### config.mk
export PLATFORM = sky130hd
export DESIGN_NAME = scm_access_scheduler
export DESIGN_NICKNAME = d
export VERILOG_FILES = /design/src/rtl/scm_sched_pkg.sv /design/src/rtl/scm_rr_arbiter.sv /design/src/rtl/scm_access_scheduler.sv
export SDC_FILE = /design/constraint.sdc
export NUM_CORES = 1
export LEC_CHECK = 0
export ABC_AREA = 1
export CORE_AREA = 2 2 127 129
export DETAILED_ROUTE_END_ITERATION = 16
export DIE_AREA = 0 0 129 131
export HOLD_SLACK_MARGIN = 0.03
export PLACE_DENSITY = 0.55
export SLEW_MARGIN = 20
export SYNTH_ARGS = -nofsm -noshare
export SYNTH_HDL_FRONTEND = slang
export SYNTH_SLANG_ARGS = --single-unit
export TNS_END_PERCENT = 20
### constraint.sdc
create_clock -name clk -period 4.7 [get_ports clk]
set_input_delay 0.705 -clock clk [delete_from_list [all_inputs] [get_ports clk]]
set_output_delay 0.705 -clock clk [all_outputs]
set_load 0.005 [all_outputs]
### src/rtl/scm_sched_pkg.sv
// Shared types and size helpers for the SCM access scheduler.
// Default widths here also size the write-request struct used by the top.
package scm_sched_pkg;

    localparam int SCM_ADDR_WIDTH = 5;
    localparam int SCM_DATA_WIDTH = 32;

    function automatic int num_words(input int addr_width);
        return 1 << addr_width;
    endfunction

    function automatic int num_byte(input int data_width);
        return data_width / 8;
    endfunction

    typedef struct packed {
        logic [SCM_ADDR_WIDTH-1:0]   addr;
        logic [SCM_DATA_WIDTH-1:0]   data;
        logic [SCM_DATA_WIDTH/8-1:0] be;
    } scm_wreq_t;

endpackage

### src/rtl/scm_rr_arbiter.sv
// N-input round-robin arbiter with a global inhibit.
// The pointer moves to one past the last granted requester.
module scm_rr_arbiter #(
    parameter int N     = 3,
    localparam int IDX_W = (N > 1) ? $clog2(N) : 1
) (
    input  logic             clk,
    input  logic             rst,
    input  logic [N-1:0]     valid,
    input  logic             inhibit,
    output logic [N-1:0]     grant,
    output logic [IDX_W-1:0] gnt_idx,
    output logic             gnt_any
);

    logic [IDX_W-1:0] rr_ptr;
    int               cand;

    // NOTE: every output gets a default first so no path leaves it unassigned (no latch).
    always_comb begin
        grant   = '0;
        gnt_idx = '0;
        gnt_any = 1'b0;
        cand    = 0;
        for (int k = 0; k < N; k++) begin
            cand = int'(rr_ptr) + k;
            if (cand >= N) cand = cand - N;
            if (!gnt_any && !inhibit && valid[cand]) begin
                grant[cand] = 1'b1;
                gnt_idx     = IDX_W'(cand);
                gnt_any     = 1'b1;
            end
        end
    end

    // NOTE: sequential state uses non-blocking assignments so all flops update together.
    always_ff @(posedge clk or posedge rst) begin
        if (rst) begin
            rr_ptr <= '0;
        end else if (gnt_any) begin
            rr_ptr <= (gnt_idx == IDX_W'(N - 1)) ? '0 : gnt_idx + 1'b1;
        end
    end

endmodule

### src/rtl/scm_access_scheduler.sv
// Arbitrates the single SCM write port among N_WREQ requesters and sequences
// the read ports, stalling reads that collide with the word being written.
module scm_access_scheduler
    import scm_sched_pkg::*;
#(
    parameter int ADDR_WIDTH = SCM_ADDR_WIDTH,
    parameter int DATA_WIDTH = SCM_DATA_WIDTH,
    parameter int N_WREQ     = 3,
    parameter int N_READ     = 2,
    parameter int STALL_MAX  = 4,
    localparam int NUM_BYTE  = num_byte(DATA_WIDTH)
) (
    input  logic                         clk,
    input  logic                         rst,
    input  logic [N_WREQ-1:0]            wreq_valid_i,
    output logic [N_WREQ-1:0]            wreq_ready_o,
    input  logic [N_WREQ*ADDR_WIDTH-1:0] wreq_addr_i,
    input  logic [N_WREQ*DATA_WIDTH-1:0] wreq_data_i,
    input  logic [N_WREQ*NUM_BYTE-1:0]   wreq_be_i,
    input  logic [N_READ-1:0]            rreq_valid_i,
    output logic [N_READ-1:0]            rreq_ready_o,
    input  logic [N_READ*ADDR_WIDTH-1:0] rreq_addr_i,
    output logic [N_READ-1:0]            rvalid_o,
    output logic [N_READ*DATA_WIDTH-1:0] rdata_o,
    output logic                         scm_we_o,
    output logic [ADDR_WIDTH-1:0]        scm_waddr_o,
    output logic [DATA_WIDTH-1:0]        scm_wdata_o,
    output logic [NUM_BYTE-1:0]          scm_wbe_o,
    output logic [N_READ-1:0]            scm_re_o,
    output logic [N_READ*ADDR_WIDTH-1:0] scm_raddr_o,
    input  logic [N_READ*DATA_WIDTH-1:0] scm_rdata_i
);

    localparam int IDX_W = (N_WREQ > 1) ? $clog2(N_WREQ) : 1;
    localparam int CNT_W = $clog2(STALL_MAX + 1);

    logic [N_WREQ-1:0] wgrant;
    logic [IDX_W-1:0]  widx;
    logic              wany;
    logic              guard_active;
    logic              guard_nxt;
    scm_wreq_t         wsel;
    logic [N_READ-1:0] hazard;
    logic [CNT_W-1:0]  stall_cnt [N_READ];
    logic [CNT_W-1:0]  stall_nxt [N_READ];
    logic [N_READ-1:0] rvalid_q;

    // Reset also inhibits grants so every ready output is low while rst is high.
    scm_rr_arbiter #(.N(N_WREQ)) u_arb (
        .clk     (clk),
        .rst     (rst),
        .valid   (wreq_valid_i),
        .inhibit (guard_active | rst),
        .grant   (wgrant),
        .gnt_idx (widx),
        .gnt_any (wany)
    );

    assign wreq_ready_o = wgrant;

    always_comb begin
        wsel = '0;
        if (wany) begin
            wsel.addr = wreq_addr_i[widx*ADDR_WIDTH +: ADDR_WIDTH];
            wsel.data = wreq_data_i[widx*DATA_WIDTH +: DATA_WIDTH];
            wsel.be   = wreq_be_i[widx*NUM_BYTE +: NUM_BYTE];
        end
    end

    assign scm_we_o    = wany & (|wsel.be);
    assign scm_waddr_o = wsel.addr;
    assign scm_wdata_o = wsel.data;
    assign scm_wbe_o   = wsel.be;

    // A read must not sample a word whose latches are open this cycle.
    always_comb begin
        for (int p = 0; p < N_READ; p++) begin
            hazard[p]       = scm_we_o && (rreq_addr_i[p*ADDR_WIDTH +: ADDR_WIDTH] == scm_waddr_o);
            rreq_ready_o[p] = rreq_valid_i[p] & ~hazard[p] & ~rst;
        end
    end

    assign scm_re_o    = rreq_ready_o;
    assign scm_raddr_o = rreq_addr_i;
    assign rvalid_o    = rvalid_q;
    assign rdata_o     = scm_rdata_i;

    always_comb begin
        guard_nxt = 1'b0;
        for (int p = 0; p < N_READ; p++) begin
            if (guard_active || !rreq_valid_i[p] || rreq_ready_o[p]) begin
                stall_nxt[p] = '0;
            end else if (stall_cnt[p] != CNT_W'(STALL_MAX)) begin
                stall_nxt[p] = stall_cnt[p] + 1'b1;
            end else begin
                stall_nxt[p] = stall_cnt[p];
            end
            guard_nxt = guard_nxt | (stall_nxt[p] == CNT_W'(STALL_MAX));
        end
        guard_nxt = guard_nxt & ~guard_active;
    end

    // NOTE: the counter array is small state, not storage, so it is reset like any flop.
    always_ff @(posedge clk or posedge rst) begin
        if (rst) begin
            rvalid_q     <= '0;
            guard_active <= 1'b0;
            for (int p = 0; p < N_READ; p++) stall_cnt[p] <= '0;
        end else begin
            rvalid_q     <= scm_re_o;
            guard_active <= guard_nxt;
            for (int p = 0; p < N_READ; p++) stall_cnt[p] <= stall_nxt[p];
        end
    end

endmodule

==> results of run 1 <==
## per-stage QoR
| stage | cells | hold WS, ns | util |
|---|---|---|---|
| after detailed placement | 783 | 0.594 | 0.273 |
| after floorplan | 454 | 0.556 | - |
| after global routing | 788 | 0.660 | 0.279 |
| after global placement | 783 | 0.588 | 0.273 |
| after CTS | 787 | 0.601 | 0.278 |
| final | 788 | 0.594 | 0.279 |
## path summary, 6_finish.rpt
kind	start	end	slack, ns	cells after the start
worst max-delay path	rst	scm_re_o[0]	0.33	16
worst min register to register	stall_cnt[0]	stall_cnt[0]	0.59	3
min in group asynchronous	rst	stall_cnt[5]	0.94	2
max in group asynchronous	rst	guard_active	3.47	2
worst max register to register	u_arb.rr_ptr[0]	stall_cnt[3]	1.73	24
worst min-delay path	stall_cnt[0]	stall_cnt[0]	0.59	3
## cell families after synthesis
| family | Yosys count | synth area share |
|---|---|---|
| AND/OR/NAND/NOR | 249 | 0.419 |
| XOR/XNOR | 2 | 0.00674 |
| buffers and inverters | 139 | 0.318 |
| flip-flops | 11 | 0.106 |
| adder cells (fa/ha/maj) | 8 | 0.0385 |
| AO/OA/AOI/OAI | 45 | 0.111 |
## cell usage after synthesis (7+ instances only)
cell      instances  area (um2)
nand3b_1          8        60.1
inv_1            43         161
nand2_1         165         619
a31oi_1          26         163
a21oi_1           7        35.0
nor2_1           29         109
nand2_2          12        75.1
ha_1              8         100
buf_4            77         578
dfrtp_1          11         275
clkbuf_1         12        45.0
nand3_1          17        85.1
## layout make-up
type                    instances  area, um2  area share
repair buffers                205       2040       0.468
multi-input cells             304       1510       0.348
flip-flops and latches         11        275      0.0632
well taps                     216        270      0.0620
inverters                      47        176      0.0405
clock buffers                   4       78.8      0.0181
diodes                          1       2.50    0.000574
## cells in the final DEF (no fill, tap or decap), types with 4 or more instances in the layout
master,netlist,layout
inv_2,4,4
nand2_2,12,12
dfrtp_1,11,11
nand4_1,5,5
a21oi_1,7,7
a31oi_1,26,26
ha_1,8,8
inv_1,43,43
buf_4,77,5
nand3b_1,8,8
nand3_1,17,16
nand2_1,165,165
clkdlybuf4s50_1,0,200
a22o_1,6,6
nor2_4,3,5
nor2_1,29,28
## tightest hold or removal path, delay by kind of cell, from the launching register on
| kind | cells | cell delay [ns] |
|---|---|---|
| xor gates and xnor gates | 1 | 0.10 |
| buffers and inverters | 1 | 0.05 |
| DFF | 1 | 0.37 |
| and+or+nand+nor | 1 | 0.03 |
## power groups by stage
stage          Clock (mW)  Combinational [mW]  Sequential (mW)
3_5_place_dp            0                2.50            0.128
6_report            0.158                2.47            0.127
4_1_cts             0.159                2.52            0.127
5_1_grt             0.165                2.78            0.131
2_1_floorplan           0                1.36            0.126
3_3_place_gp            0                2.53            0.129
## sequential cells by signal (all words and copies together), names as in the netlist
name,flops
rvalid_o,2
stall_cnt,6
u_arb.rr_ptr,2
guard_active,1
## layer usage
| metal | track usage | wire length, um | vias to the layer above |
|---|---|---|---|
| li1 | - | - | 1584 |
| met1 | 0.154 | 4670 | 1404 |
| met2 | 0.237 | 5780 | 145 |
| met3 | 0.0542 | 1150 | 32 |
| met4 | 0.0377 | 281 | 0 |
| met5 | 0 | 0 | - |
## what timing repair did
action,in CTS,in global routing
resized for setup,0,3
setup buffers,0,0
endpoints found under the setup margin,0,4
==> flow_summary.yaml, run 1 <==
synthesis:
  ys.flop_type: "dfrtp_1"
  yosys_warnings: 0
  synth_fp_nets: 666
  ys_types: 28
  synth-async-reset-ratio: 1.00
  syn-cell-area_um2: 2600
  synth-seq-cells: 11
  yosysSeqAreaShare: 0.106
  synth-edff-count: 0
  syn_area_per_cell_um2: 5.72
  syn-instance-count: 454
place:
  gp_congestion: 0.849
  place_area_um2: 4260
  dpl_worst_slack_ns: 0.218
  place_hpwl_mm: 9.98
  numPortBuffers: 200
detailed_routing:
  dr.pass1.iters: 7
  drt-initial-drc-count: 113
  route.detailed.wl_per_inst_um: 15.1
  routed_wl_mm: 11.9
  drc: 0
  dr_total_vias: 3165
  viasPerCell: 4.02
  drtAntennaViolNets: 0
floorplan:
  die_x_um: 129
  fp.coreArea_um2: 15600
  ios: 329
  start_util: 0.167
  die_y_um: 131
  die-area_um2: 16900
  row_count: 46
clock_network:
  h-tree-depth: 1
  clkLatencyLatePin_ns: 0.24
  numCtsBuffers: 3
  cts_tree: "built"
  cts_root_buf: "clkbuf_16"
  clock_path_buffers: 2
  numClockSinks: 11
  hold_buffers: 0
  clk_pin_slew_ns: 0.04
setup_path:
  max_stage_delay_ns: 0.51
  cp_max_fo: 15
  worstPathArrival_ns: 3.66
  crit_path_end_kind: "output pin"
  path_delay_family: "simple AND/OR/NAND/NOR gates"
  path_cells: "clkdlybuf4s50_1 > nor2_4 > nand2_1 > nor2_4 > nand4_2 > nand2_4 > inv_1 > or2_2 > nand3_1 > nand2_1 > nor2_2 > nor2_1 > nand3_1 > nand2_2 > inv_1 > clkdlybuf4s50_1"
  critical_path_buf_inv_count: 4
  critPathLaunchType: "input pin"
  cp_slowest_cell: "clkdlybuf4s50_1"
  worst_ep_required_time_ns: 3.99
  crit_type: "in -> out"
sta:
  clock.fmax_ghz: 0.229
  slew_headroom: 0.710
  worstMarginPinSlew_ns: 0.435
  fin_ws_ns: 0.330
  rsz0062_at_grt: "false"
  setup_tns_ns: 0
  fin_crit_ns: 4.37
  fin_crit_sh: 0.930
  setup_viol: 0
  drv_slew: 0
  skew_ns: 0.000499
  finalHoldViolations: 0
power_and_ir_drop:
  report.power.total_mw: 2.76
  p_int_mw: 1.38
  p_leak_nw: 1.91
  power_frac_seq: 0.046
  p_sw_mw: 1.38
  sw_frac_of_total: 0.500
  powerDensity_nw_per_um2: 632
  p_comb_frac: 0.897
  ir_drop_mv: 0.237
  clkPwrFrac: 0.058
global_routing:
  antenna_found_initial: 1
  overflow: 0
  grtUsageTotal: 0.136
  grt_pass1_wl_mm: 17.7
  grt_pass1_vias: 3239
  grt_max_degree: 30
finish:
  nets: 784
  design_area_um2: 4360
  drive_above_1_share: 0.0683
  nFillCells: 1761
  area_delta_synth_final_pct: 67.6
hold_path:
  holdCritPathClass: "reg -> reg"
run:
  maxCapViolations: 0
outcome:
  outcome: "completed"
Power figures use the tool's default switching activity.
==> run 2, diff against run 1 <==
--- a/config.mk
+++ b/config.mk
@@ -6,11 +6,11 @@
 export NUM_CORES = 1
 export LEC_CHECK = 0
 export ABC_AREA = 1
-export CORE_AREA = 2 2 127 129
+export CORE_AREA = 2 2 128 130
 export DETAILED_ROUTE_END_ITERATION = 16
-export DIE_AREA = 0 0 129 131
+export DIE_AREA = 0 0 130 132
 export HOLD_SLACK_MARGIN = 0.03
-export PLACE_DENSITY = 0.55
+export PLACE_DENSITY = 0.54
 export SLEW_MARGIN = 20
 export SYNTH_ARGS = -nofsm -noshare
 export SYNTH_HDL_FRONTEND = slang
==> constraint.sdc (replaced) <==
create_clock -name clk -period 4.26 [get_ports clk]
set_input_delay 0.639 -clock clk [delete_from_list [all_inputs] [get_ports clk]]
set_output_delay 0.639 -clock clk [all_outputs]
set_load 0.005 [all_outputs]
==> run 2 against run 1 <==
Net effect: cell count is 1.4% higher; combinational power is 21% higher; largest power group unchanged; clock skew hardly changed; register-to-register slack worse by 0.23 ns; largest cell class unchanged; highest routed layer unchanged; setup slack worse by 0.13 ns; critical path depth is 3 higher.
==> flow_summary.yaml, run 2 (synthesized netlist as in run 1, its figures left out) <==
clock_network:
  clkLatencyLatePin_ns: 0.24
  numCtsBuffers: 3
  clock_path_buffers: 2
  hold_buffers: 0
  cts_tree: "built"
  clk_pin_slew_ns: 0.04
  h-tree-depth: 1
  cts_root_buf: "clkbuf_16"
  numClockSinks: 11
sta:
  slew_headroom: 0.695
  setup_viol: 0
  fin_crit_ns: 4.06
  setup_tns_ns: 0
  rsz0062_at_grt: "true"
  worstMarginPinSlew_ns: 0.457
  finalHoldViolations: 0
  drv_slew: 0
  clock.fmax_ghz: 0.246
  skew_ns: 0.000575
  fin_crit_sh: 0.954
  fin_ws_ns: 0.196
finish:
  final_cells: 799
  final_common_cell: "clkdlybuf4s50_1"
  largest-register: "stall_cnt"
  drive_above_1_share: 0.0928
  area_delta_synth_final_pct: 73.7
  nets: 795
  final_cell_mix: "clkdlybuf4s50_1, nand2_1, inv_1"
  largest_register_ffs: 6
  layout.core_utilization: 0.287
  nFillCells: 1753
outcome:
  outcome: "completed"
floorplan:
  die_y_um: 132
  start_util: 0.165
  row_count: 46
  fp.coreArea_um2: 15700
  die_x_um: 130
  ios: 329
  die-area_um2: 17200
detailed_routing:
  dr_total_vias: 3157
  route.detailed.wl_per_inst_um: 15.2
  drt-initial-drc-count: 142
  viasPerCell: 3.95
  routed_wl_mm: 12.1
  drc: 0
  drtAntennaViolNets: 0
  dr.pass1.iters: 4
global_routing:
  antenna_found_initial: 1
  overflow: 0
  grt_pass1_wl_mm: 18.7
  grt_pass1_vias: 3245
  grtUsageTotal: 0.139
  grt_max_degree: 31
place:
  gp_congestion: 0.838
  dpl_worst_slack_ns: 0.0417
  numPortBuffers: 200
  dp.cells: 788
  place_hpwl_mm: 10.2
power_and_ir_drop:
  report.power.total_mw: 3.31
  ir_drop_mv: 0.380
  powerDensity_nw_per_um2: 733
  p_leak_nw: 2.00
setup_path:
  critPathLaunchType: "input pin"
  worst_ep_required_time_ns: 3.62
  cp_max_fo: 5
  worstPathArrival_ns: 3.43
  crit_path_end_kind: "output pin"
  crit_type: "in -> out"
run:
  maxCapViolations: 0
hold_path:
  holdCritPathClass: "in -> async"
## run 2: cell count changes in the layout (fill, tap and decap cells not counted), moves of 2 or more
cell | before | now
buf_4 | 5 | 14
clkdlybuf4s50_1 | 200 | 197
dlymetal6s2s_1 | 0 | 3
nor2_1 | 28 | 26
## run 2: timing repair
action / in CTS / in global routing
setup endpoints to repair: 0 / 4
hold endpoints to repair: 0 / 0
resized for setup: 0 / 19
buffers inserted: 0 / 6
## run 2: path summary, 6_finish.rpt
check	slack [ns]	start	depth (start not counted)	endpoint
worst max-delay path	0.20	wreq_valid_i[2]	19	scm_re_o[0]
worst max register to register	1.50	u_arb.rr_ptr[0]	22	stall_cnt[4]
worst min-delay path	0.54	rst	2	u_arb.rr_ptr[0]
max in group asynchronous	3.41	rst	2	stall_cnt[4]
worst min register to register	0.60	stall_cnt[0]	3	stall_cnt[0]
min in group clk	0.60	stall_cnt[0]	3	stall_cnt[0]
## run 2: area by class of cell
class | instances | area (um2) | share of cell area
multi-input cells | 304 | 1560 | 0.346
inverters | 47 | 176 | 0.0391
well taps | 216 | 270 | 0.0599
repair buffers | 216 | 2150 | 0.476
diodes | 1 | 2.50 | 0.000554
flip-flops and latches | 11 | 275 | 0.0610
clock buffers | 4 | 78.8 | 0.0175
## run 2: power breakdown
group	internal, mW	switching (mW)
Sequential	0.126	0.0160
Combinational	1.44	1.55
Clock	0.126	0.0489
Total	1.69	1.62
## run 2: critical path, cell delays in order
cell and delay, ns:
clkdlybuf4s50_1 0.50, inv_1 0.08, o21ai_4 0.19, nand2_2 0.13
nand2_4 0.11, nand4_1 0.13, nand2_2 0.16, nor2_4 0.07
buf_4 0.15, nand2_1 0.06, nand2_1 0.05, nand2_1 0.07
nand2_1 0.09, nor2_4 0.14, nor2_1 0.05, nand3_1 0.10
nand2_2 0.08, inv_1 0.10, clkdlybuf4s50_1 0.50
## run 2: metrics by stage
stage          instance area (um2)  hold WS (ns)
2_1_floorplan                 2600         0.491
3_3_place_gp                  4310         0.589
3_5_place_dp                  4310         0.592
4_1_cts                       4390         0.601
5_1_grt                       4510         0.573
6_report                      4510         0.536
## run 2: metal layers
layer  vias to the layer above  global-route usage  routed length (um)
li1                       1607                   -                   -
met1                      1405               0.170                5010
met2                       111               0.232                5950
met3                        34              0.0463                 942
met4                         0              0.0370                 222
met5                         -                   0                   0
==> run 3, diff against run 2 <==
--- a/config.mk
+++ b/config.mk
@@ -6,11 +6,13 @@
 export NUM_CORES = 1
 export LEC_CHECK = 0
 export ABC_AREA = 1
+export CAP_MARGIN = 20
 export CORE_AREA = 2 2 128 130
 export DETAILED_ROUTE_END_ITERATION = 16
 export DIE_AREA = 0 0 130 132
 export HOLD_SLACK_MARGIN = 0.03
 export PLACE_DENSITY = 0.54
+export SKIP_LAST_GASP = 1
 export SLEW_MARGIN = 20
 export SYNTH_ARGS = -nofsm -noshare
 export SYNTH_HDL_FRONTEND = slang
==> run 3 against run 2 <==
Net effect: core utilization shrank 0.14 points; register-to-register slack lost 0.06 ns; clock power is essentially flat; global-route usage is the same; critical path type unchanged; combinational power is essentially flat; sequential power is essentially flat; sequential share of layout area is essentially flat; non-clock buffer count is the same; clock-buffer cell count is the same.
==> flow_summary.yaml, run 3 (synthesized netlist as in run 1, its figures left out) <==
place:
  gp_congestion: 0.838
  place_hpwl_mm: 10.2
  numPortBuffers: 200
  dp.cells: 788
power_and_ir_drop:
  p_leak_nw: 1.99
  p_comb_frac: 0.904
  power_frac_seq: 0.043
  report.power.total_mw: 3.28
  powerDensity_nw_per_um2: 730
  p_int_mw: 1.67
  sw_frac_of_total: 0.490
  clkPwrFrac: 0.053
  p_sw_mw: 1.61
  ir_drop_mv: 0.379
finish:
  final_common_cell: "clkdlybuf4s50_1"
  final_cell_mix: "clkdlybuf4s50_1, nand2_1, inv_1"
  final_cells: 799
  area_delta_synth_final_pct: 72.8
  largest_register_ffs: 6
  drive_above_1_share: 0.0911
  nets: 795
  largest-register: "stall_cnt"
setup_path:
  r2r_start: "u_arb.rr_ptr[0]"
  crit_path_end_kind: "output pin"
  path_cells: "clkdlybuf4s50_1 > inv_1 > o21ai_4 > nand2_2 > nand2_2 > nand4_1 > nand2_2 > nor2_4 > buf_4 > nand2_1 > nand2_1 > nand2_1 > nand2_1 > nor2_4 > nor2_1 > nand3_1 > nand2_2 > inv_1 > clkdlybuf4s50_1"
  crit_type: "in -> out"
  r2r-end: "stall_cnt[4]"
  cp_slowest_cell: "clkdlybuf4s50_1"
  max_stage_delay_ns: 0.50
  critPathLaunchType: "input pin"
  worst_ep_required_time_ns: 3.62
  worstPathArrival_ns: 3.43
  rrSetupSlack_ns: 1.44
  cp_max_fo: 5
  r2r_cells: 22
sta:
  rsz0062_at_grt: "true"
  finalHoldViolations: 0
  fin_crit_sh: 0.954
  fin_crit_ns: 4.07
  skew_ns: 0.000579
  worstMarginPinSlew_ns: 0.457
  slew_headroom: 0.695
  setup_viol: 0
  clock.fmax_ghz: 0.246
  drv_slew: 0
floorplan:
  die-area_um2: 17200
  row_count: 46
  fp.coreArea_um2: 15700
  die_y_um: 132
  start_util: 0.165
  ios: 329
  die_x_um: 130
outcome:
  outcome: "completed"
clock_network:
  clk_pin_slew_ns: 0.04
  clkLatencyLatePin_ns: 0.24
  numCtsBuffers: 3
  clock_path_buffers: 2
  h-tree-depth: 1
  cts_root_buf: "clkbuf_16"
  numClockSinks: 11
  hold_buffers: 0
  cts_tree: "built"
detailed_routing:
  routed_wl_mm: 12.1
  drtAntennaViolNets: 0
  dr_total_vias: 3164
  drc: 0
  drt-initial-drc-count: 137
  dr.pass1.iters: 4
  route.detailed.wl_per_inst_um: 15.2
  viasPerCell: 3.96
global_routing:
  grt_pass1_vias: 3245
  grtUsageTotal: 0.139
  antenna_found_initial: 1
  grt_pass1_wl_mm: 18.7
  grt_max_degree: 31
  overflow: 0
hold_path:
  holdCritPathClass: "in -> async"
run:
  maxCapViolations: 0
[run 3: cell counts in the layout (fill, tap and decap cells not counted)]
No cell type changed its count.
[run 3: final cells by class]
type	count	area (um2)
Inverter	47	176
Multi-Input combinational cell	304	1540
Fill cell	1759	11200
Antenna cell	1	2.50
Clock buffer	4	78.8
Tap cell	216	270
Timing Repair Buffer	216	2150
Sequential cell	11	275
[run 3: per-layer routing]
metal	GRT usage	part of all wire
met5	0	0
met2	0.232	0.49
met4	0.0370	0.018
met1	0.170	0.41
met3	0.0463	0.078
[run 3: power groups by stage]
stage / Sequential [mW] / Clock [mW] / Combinational [mW]
2_1_floorplan: 0.139 / 0 / 1.51
3_3_place_gp: 0.142 / 0 / 2.88
3_5_place_dp: 0.142 / 0 / 2.86
4_1_cts: 0.141 / 0.177 / 2.88
5_1_grt: 0.145 / 0.183 / 3.30
6_report: 0.140 / 0.175 / 2.96
[run 3: repair_timing]
item	CTS	global route
buffers inserted	0	6
endpoints found under the setup margin	0	4
gates resized for setup	0	15
[run 3: worst max path at each step]
| stage | startpoint | end | slack [ns] | depth (start not counted) |
|---|---|---|---|---|
| floorplan | u_arb.rr_ptr[0] | scm_re_o[1] | 1.17 | 21 |
| global placement | wreq_valid_i[2] | rreq_ready_o[0] | 0.12 | 19 |
| detailed placement | wreq_valid_i[2] | rreq_ready_o[0] | 0.04 | 16 |
| CTS | wreq_valid_i[2] | rreq_ready_o[0] | 0.03 | 16 |
| global route | wreq_valid_i[2] | scm_re_o[0] | -0.09 | 19 |
| finish | wreq_valid_i[2] | scm_re_o[0] | 0.19 | 19 |
[run 3: critical path, delay by kind of cell]
kind                   cells  cell delay [ns]
buffers and inverters      5             1.33
and+or+nand+nor           13             1.25
AOI/OAI and AO/OA          1             0.19
[run 3: through the flow]
stage / utilization / worst slack [ns] / hold WS (ns) / cell area (um2) / TNS (ns)
global route: 0.286 / -0.0948 / 0.573 / 4490 / -0.195
detailed placement: 0.274 / 0.0417 / 0.592 / 4310 / 0
floorplan: - / 1.17 / 0.491 / 2600 / 0
finish: 0.286 / 0.195 / 0.535 / 4490 / 0
CTS: 0.280 / 0.0306 / 0.601 / 4390 / 0
global placement: 0.274 / 0.116 / 0.589 / 4310 / 0
